$ cat config.mk
export PLATFORM = sky130hd
export DESIGN_NAME = shared_reg_arbiter
export DESIGN_NICKNAME = d
export VERILOG_FILES = /design/src/rtl/shared_reg_arbiter.sv
export SDC_FILE = /design/constraint.sdc
export NUM_CORES = 1
export LEC_CHECK = 0
export CORE_ASPECT_RATIO = 1.1
export CORE_MARGIN = 2
export CORE_UTILIZATION = 49
export DETAILED_ROUTE_END_ITERATION = 8
export PLACE_DENSITY_LB_ADDON = 0.3
export SETUP_SLACK_MARGIN = 0.3
export SYNTH_ARGS = -nofsm -noshare
export SYNTH_HDL_FRONTEND = slang
export SYNTH_SLANG_ARGS = --single-unit
export TNS_END_PERCENT = 50
$ cat constraint.sdc
create_clock -name clk -period 4.25 [get_ports clk]
set_clock_uncertainty 0.1 [all_clocks]
set_input_delay 0.425 -clock clk [delete_from_list [all_inputs] [get_ports clk]]
set_output_delay 0.425 -clock clk [all_outputs]
set_load 0.05 [all_outputs]
$ cat src/rtl/shared_reg_arbiter.sv
// Round-robin arbiter that lets N producers take turns writing one shared W-bit register.
// An owner writes every cycle it holds the grant and loses ownership after MAX_HOLD writes.
module shared_reg_arbiter #(
  parameter int N        = 4,
  parameter int W        = 8,
  parameter int MAX_HOLD = 4,
  localparam int IW      = (N > 1) ? $clog2(N) : 1,
  localparam int HW      = $clog2(MAX_HOLD) + 1
) (
  input  logic            clk,
  input  logic            reset,
  input  logic [N-1:0]    req,
  input  logic [N*W-1:0]  d_in,
  output logic [N-1:0]    grant,
  output logic [IW-1:0]   owner,
  output logic            busy,
  output logic [W-1:0]    q,
  output logic            forced,
  output logic [0:0]      state_dbg,
  output logic [IW-1:0]   ptr_dbg
);

  // Handshake: req is a level; a requester owns the register from the cycle
  // grant goes high until the cycle grant drops, and writes on every such edge.
  localparam logic [0:0] IDLE = 1'b0;
  localparam logic [0:0] HOLD = 1'b1;

  logic [0:0]    state;
  logic [IW-1:0] ptr;
  logic [HW-1:0] hold_cnt;

  logic [IW-1:0] winner;
  logic [N-1:0]  win_onehot;
  logic          found;
  logic [IW-1:0] next_ptr;
  logic          owner_req;
  logic          hold_expired;

  // Search starts at ptr and wraps, so the last owner has the lowest priority.
  always_comb begin
    winner     = ptr;
    found      = 1'b0;
    win_onehot = '0;
    for (int k = 0; k < N; k++) begin
      if (!found && req[(int'(ptr) + k) % N]) begin
        winner = IW'((int'(ptr) + k) % N);
        found  = 1'b1;
      end
    end
    win_onehot[winner] = 1'b1;
  end

  always_comb begin
    next_ptr     = (int'(owner) == N - 1) ? '0 : owner + IW'(1);
    owner_req    = req[owner];
    hold_expired = (hold_cnt == HW'(MAX_HOLD - 1));
  end

  always_ff @(posedge clk) begin
    if (reset) begin
      state    <= IDLE;
      grant    <= '0;
      owner    <= '0;
      busy     <= 1'b0;
      q        <= '0;
      forced   <= 1'b0;
      ptr      <= '0;
      hold_cnt <= '0;
    end else begin
      case (state)
        IDLE: begin
          forced <= 1'b0;
          if (found) begin
            grant    <= win_onehot;
            owner    <= winner;
            busy     <= 1'b1;
            q        <= d_in[int'(winner)*W +: W];
            hold_cnt <= '0;
            state    <= HOLD;
          end
        end
        HOLD: begin
          if (!owner_req || hold_expired) begin
            grant  <= '0;
            busy   <= 1'b0;
            forced <= owner_req;
            ptr    <= next_ptr;
            state  <= IDLE;
          end else begin
            q        <= d_in[int'(owner)*W +: W];
            hold_cnt <= hold_cnt + HW'(1);
            forced   <= 1'b0;
          end
        end
        default: state <= IDLE;
      endcase
    end
  end

  assign state_dbg = state;
  assign ptr_dbg   = ptr;

endmodule

==> impl_metrics.tcl <==
set metrics [dict create \
    place_congestion 0.9225 \
    nNetsFinal 303 \
    num_rows 22 \
    slew_headroom 0.5282 \
    critPathMaxFanout 13 \
    p_per_area_mw_per_mm2 333.7 \
    hold_viol 0 \
    fin_crit_ns 2.641 \
    antenna_found_initial 0 \
    drc 0 \
    core_mm2 0.003303 \
    ys_seq_elements 22 \
    timing.max_cap.violations 0 \
    period_share 0.6213 \
    startpoint "req[3]" \
    grt_usage 0.2299 \
    cp-end-kind "register" \
    status "finished clean" \
    cts_tree "built" \
    hold_class "reg -> reg" \
    clkSlewWorstSetupHoldPaths_ns 0.13 \
    diodes 0 \
    hp-start "grant[2]$_SDFFE_PP0P_" \
    clock_sinks 22 \
    reg2reg_slack_ns 1.82 \
    ys_seq_area_frac 0.2613 \
    cts_root_buf "clkbuf_4" \
    grt_pass1_vias 1567 \
    cts_buffer_depth 2 \
    cts_setup_buffers 0 \
    drt_wl_total_mm 4.374 \
    synth.top_cell.area_share 0.2613 \
    area_growth_pct 35.41 \
    drtIter0Drc 71 \
    rsz0062_at_grt "false" \
    layout-drive-gt1-share 0.08429 \
    yosys.area.top_type "dfxtp_1" \
    die_area_mm2 0.003925 \
    numCtsBuffers 3 \
    synth_area_leaders "dfxtp_1 26%, nand2_1 6.2%, o41ai_1 6.2%" \
    io_pins 57 \
    final.setup.tns_ns 0 \
    avgSynthCellArea_um2 7.803 \
    die_w_um 59.92 \
    worstMarginPinSlew_ns 0.7045 \
    initial_utilization 0.5102 \
    grt_pass1_wl_mm 7.003 \
    fmax_mhz 378.7 \
    num_vias 1768 \
    cts.htree.levels 1 \
    wl_per_cell_um 14.73 \
    required_ns 4.35 \
    clock_latency_ns 0.32 \
    ys_warn_count 0 \
    setup_viol 0 \
    vias_per_cell 5.953 \
    overflow 0 \
    crit_slowest_cell "clkdlybuf4s50_1" \
    firstDrtPassIters 4 \
    p_leak_nw 0.8839 \
    crit_path_start_kind "primary input" \
    synth.distinct_cells 52 \
    ant_nets 0 \
    die_h_um 65.51 \
    grt_max_degree 18 \
    post_cts_resized 0 \
    cts_hold_buf 0 \
    slowest_delay_ns 0.68 \
    synth_cells 216 \
    pre_cts_slack_ns 1.285 \
    io_buffers 56 \
    vdd.ir_drop.worst_mv 0.1568 \
    place_hpwl_mm 3.277 \
    drv_slew 0 \
    synth_area_mm2 0.001685 \
    syn_nets 257 \
    reg2reg_from "ptr_dbg[1]$_SDFFE_PP0P_" \
    worstPathCellList "clkdlybuf4s50_1, nor2_1, o21bai_1, a31oi_1, buf_4, a2111oi_2, a2111oi_4" \
    layout_setup_ws_ns 1.609 \
    critical_path_class "in -> reg" \
    num-fill-cells 302 \
    cp.arrival_ns 2.74 \
]
-- logic make-up after synthesis --
logic type               share of synthesized area
buffers and inverters                      0.06755
multiplexers                               0.08612
adder cells (fa/ha/maj)                    0.02227
AND/OR/NAND/NOR                             0.2769
flip-flops                                  0.2613
AO/OA/AOI/OAI                               0.2858
-- cell usage in the layout (no fill, tap or decap), types with 2 or more instances in the layout --
cell / count
mux2i_1: 10
nor3b_2: 5
o41ai_1: 12
nor3_1: 2
nor2b_1: 5
ha_1: 3
a21oi_1: 20
a31oi_1: 10
clkdlybuf4s50_1: 56
inv_1: 8
a211oi_1: 2
a31o_2: 2
nand3_1: 7
nor3b_1: 2
nand2_1: 28
dfxtp_1: 22
and3b_1: 3
o21bai_1: 2
mux2_2: 2
nor2_1: 21
o21ai_1: 2
clkbuf_4: 3
buf_4: 3
nand2b_1: 3
o21a_1: 2
and2_1: 2
-- metrics by stage --
step                        util  power (mW)  hold slack (ns)  std cells  area (um^2)
after floorplan                -      0.4864           0.3516        216         1685
after global placement    0.6750      0.5918           0.3545        293         2230
after detailed placement  0.6750      0.5964           0.3595        293         2230
after CTS                 0.6909      0.7596           0.3776        297         2282
after global routing      0.6909      0.7956           0.4037        297         2282
final                     0.6909      0.7615           0.3744        297         2282
-- metal layers --
layer | part of all wire | global-route usage
met1 | 0.45 | 0.2933
met3 | 0.037 | 0.02559
met5 | 0 | 0
met4 | 0.021 | 0.08889
met2 | 0.49 | 0.3886
-- Yosys cell counts (all sizes together) --
cell     instances
a41oi            1
or3              1
and3b            3
o32ai            1
clkbuf          12
nand2           28
nand4b           1
o31a             1
nor2b            5
o41ai           12
nor3             2
a31o             2
a211oi           3
o211a            1
o21bai           2
nand4            1
a2111oi          3
nor4             1
mux4             1
mux2i           10
a222oi           1
nand3            7
and2             3
or3b             1
nor3b            7
a211o            1
buf              6
ha               3
o21a             2
o21ba            1
a22oi            1
nor2            21
dfxtp           22
or4              2
mux2             2
o21ai            3
nand2b           3
a31oi           10
a21oi           20
inv              8
and4b            1
-- cell type report --
class	instances	area [um^2]	area share
clock inverter	1	30.03	0.01316
tap	36	45.04	0.01974
multi-input combinational	168	1131	0.4956
timing repair buffer	59	583.1	0.2555
sequential	22	440.4	0.1930
clock buffer	3	22.52	0.009868
inverter	8	30.03	0.01316
-- sequential cells by signal, summed over array words and instances (netlist names) --
signal	flops
q	8
forced	1
owner	2
grant	4
hold_cnt	3
ptr_dbg	2
state_dbg	1
busy	1
-- critical path: cells and delay by family --
| kind | cells | cell delay (ns) |
|---|---|---|
| AND/OR/NAND/NOR | 1 | 0.10 |
| buffers and inverters | 2 | 0.92 |
| AO/OA/AOI/OAI | 4 | 1.29 |
-- power breakdown --
part / switching [mW] / internal, mW / leakage (nW)
clock: 0.0727 / 0.0954 / 0.0279
sequential: 0.0221 / 0.229 / 0.181
combinational: 0.203 / 0.140 / 0.675
-- worst paths after layout --
check | to | cells after the start
hold reg to reg | grant[2]$_SDFFE_PP0P_ | 2
setup reg to reg | q[3]$_SDFFE_PP0P_ | 6
setup / recovery | q[3]$_SDFFE_PP0P_ | 7
hold / removal | grant[2]$_SDFFE_PP0P_ | 2
No activity file was read; power rests on OpenSTA's default activity.
